--- config.mk ---
export PLATFORM = sky130hd
export DESIGN_NAME = input_conditioner_flat
export DESIGN_NICKNAME = d
export VERILOG_FILES = /design/src/rtl/input_conditioner_if.sv /design/src/rtl/input_conditioner.sv /design/src/flat_wrapper.sv
export SDC_FILE = /design/constraint.sdc
export NUM_CORES = 1
export LEC_CHECK = 0
export BUFFER_PORTS_ARGS = -buffer_cell sky130_fd_sc_hd__clkbuf_2
export CAP_MARGIN = 10
export CORE_MARGIN = 2
export CORE_UTILIZATION = 33
export DETAILED_ROUTE_END_ITERATION = 12
export SLEW_MARGIN = 0
export SYNTH_ARGS = -nofsm -noshare
export SYNTH_HDL_FRONTEND = slang
export SYNTH_SLANG_ARGS = --single-unit
--- constraint.sdc ---
create_clock -name clock -period 7.4 [get_ports clock]
set_clock_uncertainty 0.1 [all_clocks]
set_input_delay 1.48 -clock clock [delete_from_list [all_inputs] [get_ports clock]]
set_output_delay 1.48 -clock clock [all_outputs]
set_load 0.1 [all_outputs]
--- src/rtl/input_conditioner_if.sv ---
// rtl/input_conditioner_if.sv - raw button/switch inputs and conditioned outputs bundle
interface input_conditioner_if #(
    parameter int SW_WIDTH = 16
);
    logic                ssl_raw;
    logic [SW_WIDTH-1:0] sw_raw;
    logic                ssl_pulse;
    logic                ssl_level;
    logic [SW_WIDTH-1:0] sw_sync;
    logic [SW_WIDTH-1:0] sw_snap;

    modport master (
        output ssl_raw,
        output sw_raw,
        input  ssl_pulse,
        input  ssl_level,
        input  sw_sync,
        input  sw_snap
    );

    modport slave (
        input  ssl_raw,
        input  sw_raw,
        output ssl_pulse,
        output ssl_level,
        output sw_sync,
        output sw_snap
    );
endinterface

--- src/rtl/input_conditioner.sv ---
// rtl/input_conditioner.sv - synchronise switches, debounce confirm button, snapshot switches on press
module input_conditioner #(
    parameter int SW_WIDTH        = 16,
    parameter int SYNC_STAGES     = 2,
    parameter int DEBOUNCE_CYCLES = 1_000_000
) (
    input logic               clock,
    input logic               reset,
    input_conditioner_if.slave io
);
    localparam int                CNT_W    = $clog2(DEBOUNCE_CYCLES + 1);
    localparam logic [CNT_W-1:0] CNT_LAST = CNT_W'(DEBOUNCE_CYCLES - 1);
    localparam logic [CNT_W-1:0] CNT_ONE  = CNT_W'(1);

    typedef enum logic [1:0] {
        IDLE,
        PRESS_WAIT,
        PRESSED,
        RELEASE_WAIT
    } state_t;

    logic [SYNC_STAGES-1:0]               ssl_sync_q, ssl_sync_d;
    logic [SYNC_STAGES-1:0][SW_WIDTH-1:0] sw_sync_q, sw_sync_d;
    state_t                               state_q, state_d;
    logic [CNT_W-1:0]                     cnt_q, cnt_d;
    logic                                 ssl_pulse_q, ssl_pulse_d;
    logic                                 ssl_level_q, ssl_level_d;
    logic [SW_WIDTH-1:0]                  sw_snap_q, sw_snap_d;

    logic                ssl_s;
    logic [SW_WIDTH-1:0] sw_s;

    assign ssl_s = ssl_sync_q[SYNC_STAGES-1];
    assign sw_s  = sw_sync_q[SYNC_STAGES-1];

    always_comb begin
        ssl_sync_d    = ssl_sync_q << 1;
        ssl_sync_d[0] = io.ssl_raw;
        sw_sync_d     = sw_sync_q;
        sw_sync_d[0]  = io.sw_raw;
        for (int i = 1; i < SYNC_STAGES; i++) begin
            sw_sync_d[i] = sw_sync_q[i-1];
        end
    end

    // cnt tracks consecutive samples disagreeing with the debounced level
    always_comb begin
        state_d     = state_q;
        cnt_d       = cnt_q;
        ssl_pulse_d = 1'b0;
        sw_snap_d   = sw_snap_q;
        case (state_q)
            IDLE: begin
                if (ssl_s) begin
                    state_d = PRESS_WAIT;
                    cnt_d   = CNT_ONE;
                end
            end
            PRESS_WAIT: begin
                if (!ssl_s) begin
                    state_d = IDLE;
                    cnt_d   = '0;
                end else if (cnt_q == CNT_LAST) begin
                    state_d     = PRESSED;
                    cnt_d       = '0;
                    ssl_pulse_d = 1'b1;
                    sw_snap_d   = sw_s;
                end else begin
                    cnt_d = cnt_q + CNT_ONE;
                end
            end
            PRESSED: begin
                if (!ssl_s) begin
                    state_d = RELEASE_WAIT;
                    cnt_d   = CNT_ONE;
                end
            end
            RELEASE_WAIT: begin
                if (ssl_s) begin
                    state_d = PRESSED;
                    cnt_d   = '0;
                end else if (cnt_q == CNT_LAST) begin
                    state_d = IDLE;
                    cnt_d   = '0;
                end else begin
                    cnt_d = cnt_q + CNT_ONE;
                end
            end
            default: begin
                state_d = IDLE;
                cnt_d   = '0;
            end
        endcase
        ssl_level_d = (state_d == PRESSED) || (state_d == RELEASE_WAIT);
    end

    always_ff @(posedge clock or posedge reset) begin
        if (reset) begin
            ssl_sync_q  <= '0;
            sw_sync_q   <= '0;
            state_q     <= IDLE;
            cnt_q       <= '0;
            ssl_pulse_q <= 1'b0;
            ssl_level_q <= 1'b0;
            sw_snap_q   <= '0;
        end else begin
            ssl_sync_q  <= ssl_sync_d;
            sw_sync_q   <= sw_sync_d;
            state_q     <= state_d;
            cnt_q       <= cnt_d;
            ssl_pulse_q <= ssl_pulse_d;
            ssl_level_q <= ssl_level_d;
            sw_snap_q   <= sw_snap_d;
        end
    end

    assign io.ssl_pulse = ssl_pulse_q;
    assign io.ssl_level = ssl_level_q;
    assign io.sw_sync   = sw_s;
    assign io.sw_snap   = sw_snap_q;
endmodule

--- src/flat_wrapper.sv ---
// flat-port wrapper written by rule: the top's interface ports become plain ports
module input_conditioner_flat 
#(
    parameter int SW_WIDTH        = 16,
    parameter int SYNC_STAGES     = 2,
    parameter int DEBOUNCE_CYCLES = 1_000_000
)
  (clock, reset, io_ssl_raw, io_sw_raw, io_ssl_pulse, io_ssl_level, io_sw_sync, io_sw_snap);
  input_conditioner_if #(.SW_WIDTH(SW_WIDTH)) io_i ();
  input logic clock;
  input logic reset;
  input wire logic [$bits(io_i.ssl_raw)-1:0] io_ssl_raw;
  input wire logic [$bits(io_i.sw_raw)-1:0] io_sw_raw;
  output wire logic [$bits(io_i.ssl_pulse)-1:0] io_ssl_pulse;
  output wire logic [$bits(io_i.ssl_level)-1:0] io_ssl_level;
  output wire logic [$bits(io_i.sw_sync)-1:0] io_sw_sync;
  output wire logic [$bits(io_i.sw_snap)-1:0] io_sw_snap;
  assign io_i.ssl_raw = io_ssl_raw;
  assign io_i.sw_raw = io_sw_raw;
  assign io_ssl_pulse = io_i.ssl_pulse;
  assign io_ssl_level = io_i.ssl_level;
  assign io_sw_sync = io_i.sw_sync;
  assign io_sw_snap = io_i.sw_snap;
  input_conditioner #(.SW_WIDTH(SW_WIDTH), .SYNC_STAGES(SYNC_STAGES), .DEBOUNCE_CYCLES(DEBOUNCE_CYCLES)) u_core (.clock(clock), .reset(reset), .io(io_i));
endmodule
==> summary.txt, run 1 <==
Clock tree
  – Num CTS Buffers: 9
  – Htree depth: 3
  – Clk pin slew, worst setup/hold paths: 0.08 ns
  – Gates resized, CTS repair: 0
  – Postcts setup bufs: 0
  – Worst skew pair latency: 0.34 ns
  – CTS Buffer Depth: 2
  – Clk sinks: 74
  – Hold_buf cts: 0
  – Clk root buf: clkbuf_8
  – TritonCTS clock tree: built

Synthesis
  – Yosys reg bits: 74
  – Share of flip-flops with an asynchronous set or reset: 100%
  – Yosys warns: 0
  – Post-synth EDFFs: 0
  – Post-Synthesis Cells: 226
  – Synth top area share: 62.6%
  – Yosys top cell by area: dfrtp_1
  – Most common flop cell mapped by yosys: dfrtp_1
  – Post-synth net total: 246
  – Area contributors post-synth: dfrtp_1 63%, mux2_4 5.1%, nand3_1 3.2%, mux2_2 3.0%, a21oi_1 2.2%
  – Syn Area/Cell: 13.1 um^2
  – Seq/Total Area, Yosys: 62.6%
  – Mapped Area: 2960 um^2
  – Distinct cells, synth: 46

Global routing
  – Pin count of the biggest net entering global routing: 75
  – Via count of the first global-routing pass: 1,930
  – First-pass GRT wire length: 9540 um
  – Initial antenna violation count: 0
  – Global route total overflow: 0
  – All-Layer GR Usage: 12.5%

STA
  – Setup TNS Final: 0 ns
  – Final worst path period share: 39.4%
  – Final setup vio count: 0
  – Tightest Pin Transition: 0.975 ns
  – Slew Limit Fails: 0
  – Max-slew headroom: 34.9%
  – RSZ-0062 raised after global routing: no
  – Fmax: 0.343 GHz
  – Tmin final: 2.92 ns
  – Final hold violations: 0

Setup path
  – CP Launch Type: register
  – Crit path arrival time: 3.04 ns
  – Kind of critical path: register to register
  – Worst Path Max Fanout: 16
  – Worst Path Required: 7.53 ns
  – Worst setup EP type: register
  – Reg-to-Reg End: u_core.io.sw_snap[13]$_DFFE_PP0P_
  – R2r worst-path depth: 6
  – FF-to-FF Start: u_core.cnt_q[0]$_DFFE_PP0P_
  – Setup slack, reg-to-reg: 4.48 ns

Cells and area
  – Leading cell types in the layout, fill and taps excluded: 74 x dfrtp_1, 52 x clkbuf_2, 19 x nand3_1
  – Nets: 299
  – Sequential Area: 1850 um^2
  – Fin util: 40.0%
  – Area Overhead vs Synth: 18.1%
  – Multi-input gate area: 983 um^2
  – Most common cell after layout, fill and taps aside: dfrtp_1
  – Fill count: 821
  – # diodes: 0
  – Share of post-route cells with drive strength above 1: 33.8%

Pwr
  – Power per cell area: 236 nW/um^2
  – Internal power: 0.618 mW
  – Sw Share: 24.9%
  – Clock share of power: 40.9%
  – Flop pwr share: 51.2%
  – Comb pwr share: 7.9%
  – Psw: 0.205 mW
  – Leakage: 1.64 nW
  – Worst vdd ir: 0.151 mV

Route
  – DR vias/cell: 4.95
  – Via count: 1,941
  – Final wirelength: 5520 um
  – Drt pass-1 iters: 4
  – Starting DRC count in detailed routing: 79
  – Routed Antenna Nets: 0
  – DRC viols: 0
  – Wire per inst: 14.1 um

Die
  – Core ar.: 8720 um^2
  – Die ar.: 9730 um^2
  – Die H: 98.7 um
  – I/O pins: 53
  – Starting Density: 33.9%
  – Floorplan row count: 34
  – Die X: 98.7 um

Hold path
  – Worst Hold Class: register to register
  – HP Start: u_core.sw_sync_d[22]$_DFF_PP0_
  – Hold-critical path depth: 0
  – Hold endpoint: u_core.io.sw_sync[6]$_DFF_PP0_

Placement
  – Detailed Place HPWL: 3670 um
  – PortBufs: 52
  – RePlAce Congestion: 0.882

Status
  – Outcome: completed

Job
  – Max-cap violations: 0
## critical path, stage by stage (launching register included)
cell,delay (ns)
dfrtp_1,0.39
ha_1,0.24
and4_1,0.28
nand4_1,0.10
nor4b_1,0.37
and4b_1,0.90
mux2_2,0.42
## worst max path at each step
stage                                startpoint                                end  slack [ns]  cells past startpoint
floorplan                                 reset        u_core.cnt_q[0]$_DFFE_PP0P_        3.94                      1
global placement    u_core.cnt_q[0]$_DFFE_PP0P_  u_core.io.sw_snap[14]$_DFFE_PP0P_        4.54                      6
detailed placement  u_core.cnt_q[0]$_DFFE_PP0P_  u_core.io.sw_snap[14]$_DFFE_PP0P_        4.42                      6
CTS                 u_core.cnt_q[0]$_DFFE_PP0P_  u_core.io.sw_snap[13]$_DFFE_PP0P_        4.42                      6
global route        u_core.cnt_q[0]$_DFFE_PP0P_  u_core.io.sw_snap[11]$_DFFE_PP0P_        4.25                      6
finish              u_core.cnt_q[0]$_DFFE_PP0P_  u_core.io.sw_snap[13]$_DFFE_PP0P_        4.48                      6
## logic make-up after synthesis
group | share of synthesized area (%)
and+or+nand+nor | 15.7
DFF | 62.6
AOI/OAI and AO/OA | 7.41
muxes | 9.48
buffers and inverters | 4.10
xor gates and xnor gates | 0.296
adders and majority gates | 0.423
## synthesized netlist by cell type, types with 2 or more instances
cell type	count
and4b_1	2
mux2_2	8
and4_1	2
a21oi_1	13
inv_1	7
buf_2	3
nor2_1	5
nand4_1	8
nand3_1	19
o21ai_0	6
nand2_1	16
mux2i_1	4
buf_6	4
and2_1	2
dfrtp_1	74
a21o_1	5
nor3_1	2
nor4_2	2
nor3b_1	2
mux2_4	10
or3_1	3
or2_2	2
clkbuf_1	4
## metrics by stage
step                      worst slack, ns  total power, mW  area [um^2]  hold WS [ns]  instances
after global routing                 4.25            0.857         3490         0.254        392
after floorplan                      3.94            0.479         2960         0.231        226
after detailed placement             4.42            0.495         3270         0.235        376
after CTS                            4.42            0.836         3490         0.252        392
final                                4.48            0.823         3490         0.247        392
after global placement               4.54            0.494         3270         0.232        376
## cell type report
cell class / instances / share of cell area (%)
Multi-Input combinational cell: 133 / 28.2
Inverter: 7 / 0.753
Tap cell: 108 / 3.87
Timing Repair Buffer: 54 / 7.89
Clock inverter: 6 / 2.62
Sequential cell: 74 / 53.0
Clock buffer: 10 / 3.66
## registers in the layout, summed over array words and instances, names as in the netlist
register,cells
u_core.io.sw_snap,16
u_core.io.ssl_level,1
u_core.ssl_sync_q,2
u_core.sw_sync_d,16
u_core.io.ssl_pulse,1
u_core.state_q,2
u_core.io.sw_sync,16
u_core.cnt_q,20
## power by group through the flow
stage	clock, mW	combinational [mW]	sequential [mW]
floorplan	0	0.0175	0.461
global placement	0	0.0651	0.429
global route	0.365	0.0693	0.423
detailed placement	0	0.0658	0.430
finish	0.337	0.0646	0.422
CTS	0.349	0.0658	0.422
## metal layers
layer  wire (um)  global-route usage [%]
met3         239                    3.76
met4         101                    6.22
met5           0                       0
met1        2660                    16.9
met2        2520                    18.4
Note: power is estimated with default switching activity, not from simulation.
==> run 2: changes to the inputs <==
--- a/config.mk
+++ b/config.mk
@@ -5,6 +5,7 @@
 export SDC_FILE = /design/constraint.sdc
 export NUM_CORES = 1
 export LEC_CHECK = 0
+export ABC_AREA = 1
 export BUFFER_PORTS_ARGS = -buffer_cell sky130_fd_sc_hd__clkbuf_2
 export CAP_MARGIN = 10
 export CORE_MARGIN = 2
==> constraint.sdc (replaced) <==
create_clock -name clock -period 2.7 [get_ports clock]
set_clock_uncertainty 0.1 [all_clocks]
set_input_delay 0.54 -clock clock [delete_from_list [all_inputs] [get_ports clock]]
set_output_delay 0.54 -clock clock [all_outputs]
set_load 0.1 [all_outputs]
==> run 2 against run 1 <==
Compared with the run above:
- highest routed layer unchanged
- worst setup slack worse by 3.6 ns
- non-clock buffer count down 1
- flip-flop and latch count is the same
- wire length down 2.5%
- critical path type unchanged
- final cell count grew 20%
- total power rose to 2.8 times the previous value
- maximum frequency is 58% higher
- worst hold slack got worse by 0.10 ns
- largest cell class unchanged
- critical path depth grew 2
==> summary.txt, run 2 <==
Status
  – Outcome: completed

Clock tree
  – Worst skew pair latency: 0.35 ns (about the same)
  – TritonCTS clock tree: built
  – Htree depth: 3 (unchanged)
  – Clk root buf: clkbuf_8
  – Clk sinks: 74 (unchanged)
  – Postcts setup bufs: 0 (unchanged)
  – CTS Buffer Depth: 2 (unchanged)
  – Hold_buf cts: 0 (unchanged)
  – Num CTS Buffers: 9 (unchanged)
  – Clk pin slew, worst setup/hold paths: 0.08 ns (about the same)
  – Gates resized, CTS repair: 0 (unchanged)

Synthesis
  – Post-synth EDFFs: 0 (unchanged)
  – Distinct cells, synth: 31 (-33%)
  – Count leader, synth: nand2_1
  – Synth top area share: 62.9% (+0.29 points)
  – Yosys reg bits: 74 (unchanged)
  – Yosys warns: 0 (unchanged)
  – Area contributors post-synth: dfrtp_1 63%, nand2_1 12%, nor2_1 3.8%, nand3_1 3.6%, inv_1 2.9%
  – Syn Area/Cell: 9.98 um^2 (-24%)
  – Most common flop cell mapped by yosys: dfrtp_1
  – Share of flip-flops with an asynchronous set or reset: 100% (unchanged)
  – Post-Synthesis Cells: 295 (+31%)
  – Commonest cells in the synthesized netlist: 92 x nand2_1, 74 x dfrtp_1, 30 x nor2_1
  – Seq/Total Area, Yosys: 62.9% (+0.29 points)
  – Mapped Area: 2940 um^2 (-0.47%)
  – Yosys top cell by area: dfrtp_1
  – Post-synth net total: 315 (+28%)

Cells and area
  – Area Overhead vs Synth: 20.6%
  – Sequential Area: 1850 um^2 (unchanged)
  – Leading cell types in the layout, fill and taps excluded: 92 x nand2_1, 74 x dfrtp_1, 52 x clkbuf_2
  – Most common cell after layout, fill and taps aside: nand2_1
  – Nets: 376 (+26%)
  – Fill count: 871 (+6.1%)
  – Number of flip-flops in the largest register: 20 (unchanged)
  – Share of post-route cells with drive strength above 1: 25.5% (-8.3 points)
  – # diodes: 0 (unchanged)
  – Most flop-heavy register: u_core.cnt_q
  – Multi-input gate area: 952 um^2 (-3.2%)

Die
  – Starting Density: 33.9% (about the same)
  – Floorplan row count: 34 (unchanged)
  – Die H: 98.4 um (-0.22%)
  – Core ar.: 8680 um^2 (-0.49%)
  – Die X: 98.4 um (-0.22%)
  – Die ar.: 9690 um^2 (-0.45%)
  – I/O pins: 53 (unchanged)

STA
  – Tightest Pin Transition: 0.554 ns (-0.421 ns)
  – Final worst path period share: 68.6% (+29 points)
  – Fmax: 0.540 GHz (+58%)
  – Final worst slack: 0.849 ns (-3.63 ns)
  – Max-slew headroom: 63.2% (+28 points)
  – Tmin final: 1.85 ns (-1.07 ns)
  – Final hold violations: 0 (unchanged)
  – Setup TNS Final: 0 ns (unchanged)
  – Final setup vio count: 0 (unchanged)
  – RSZ-0062 raised after global routing: no
  – Slew Limit Fails: 0 (unchanged)

Setup path
  – Worst Path Required: 2.83 ns (-4.70 ns)
  – Crit path arrival time: 1.98 ns (-1.06 ns)
  – Kind of critical path: register to register
  – Worst setup EP type: register
  – CP Launch Type: register
  – Crit. Startpoint: u_core.state_q[1]$_DFF_PP0_
  – Worst Path Max Fanout: 12 (-4)
  – FF-to-FF Start: u_core.state_q[1]$_DFF_PP0_

Route
  – DR vias/cell: 4.41 (-11%)
  – Wire per inst: 11.5 um (-18%)
  – Drt pass-1 iters: 4 (unchanged)
  – Starting DRC count in detailed routing: 119 (+51%)
  – Via count: 2,067 (+6.5%)
  – DRC viols: 0 (unchanged)
  – Routed Antenna Nets: 0 (unchanged)
  – Final wirelength: 5380 um (-2.5%)

Global routing
  – Pin count of the biggest net entering global routing: 75 (unchanged)
  – First-pass GRT wire length: 9380 um (-1.7%)
  – Via count of the first global-routing pass: 2,021 (+4.7%)
  – Initial antenna violation count: 0 (unchanged)
  – Global route total overflow: 0 (unchanged)
  – All-Layer GR Usage: 12.3% (-0.24 points)

Pwr
  – Leakage: 1.78 nW (+8.2%)
  – Power per cell area: 648 nW/um^2 (+180%)
  – Worst vdd ir: 0.340 mV (+130%)

Hold path
  – Worst Hold Class: input pin to asynchronous set/reset pin

Placement
  – PortBufs: 52 (unchanged)
  – Detailed Place HPWL: 3910 um (+6.6%)
  – Worst slack, placed: 0.853 ns (-3.57 ns)
  – RePlAce Congestion: 0.822 (-6.8%)

Job
  – Max-cap violations: 0 (unchanged)
## run 2: layout make-up
class	instances	share of cell area [%]
inverters	26	2.82
clock inverters	7	3.00
flip-flops and latches	74	52.2
clock buffers	9	3.49
repair buffers	53	7.90
well taps	108	3.81
multi-input cells	192	26.8
## run 2: per-stage QoR
step	cells	hold slack [ns]	instance area (um^2)	util, %	power, mW
after floorplan	295	0.231	2940	-	1.31
final	469	0.142	3550	40.9	2.30
after global placement	453	0.232	3320	38.2	1.36
after CTS	469	0.156	3550	40.9	2.34
after detailed placement	453	0.235	3320	38.2	1.36
after global routing	469	0.164	3550	40.9	2.40
## run 2: final timing paths
kind | end | slack, ns | cells past startpoint
setup / recovery | u_core.cnt_q[14]$_DFFE_PP0P_ | 0.85 | 8
hold / removal | u_core.cnt_q[8]$_DFFE_PP0P_ | 0.14 | 3
setup reg to reg | u_core.cnt_q[14]$_DFFE_PP0P_ | 0.85 | 8
hold reg to reg | u_core.io.sw_sync[6]$_DFF_PP0_ | 0.25 | 0
max in group asynchronous | u_core.io.sw_snap[3]$_DFFE_PP0P_ | 2.05 | 3
min in group clock | u_core.sw_sync_d[28]$_DFF_PP0_ | 0.19 | 1
## run 2: cell families (layout without fill, tap and decap cells)
| group | Yosys count | after routing | synth area share [%] |
|---|---|---|---|
| and+or+nand+nor | 172 | 172 | 27.6 |
| AOI/OAI and AO/OA | 13 | 13 | 2.51 |
| xor gates and xnor gates | 6 | 6 | 1.79 |
| buffers and inverters | 29 | 95 | 4.72 |
| DFF | 74 | 74 | 62.9 |
| adders and majority gates | 1 | 1 | 0.425 |
## run 2: power breakdown
part	switching [mW]	leakage (nW)	internal, mW
combinational	0.146	0.714	0.0323
clock	0.428	0.117	0.537
sequential	0.0180	0.949	1.14
total	0.592	1.78	1.71
## run 2: metal layers
layer  GRT usage [%]  share of wire [%]
met1            15.6                 46
met4            6.01                1.8
met3            3.26                3.8
met2            19.5                 49
met5               0                  0
## run 2: critical path: stages (launching register included)
cell	delay, ns
dfrtp_1	0.40
inv_1	0.07
nand2_2	0.11
nand3_1	0.38
nand3_1	0.21
nor2_2	0.24
nand3_1	0.10
nand2_1	0.08
nor2_1	0.04
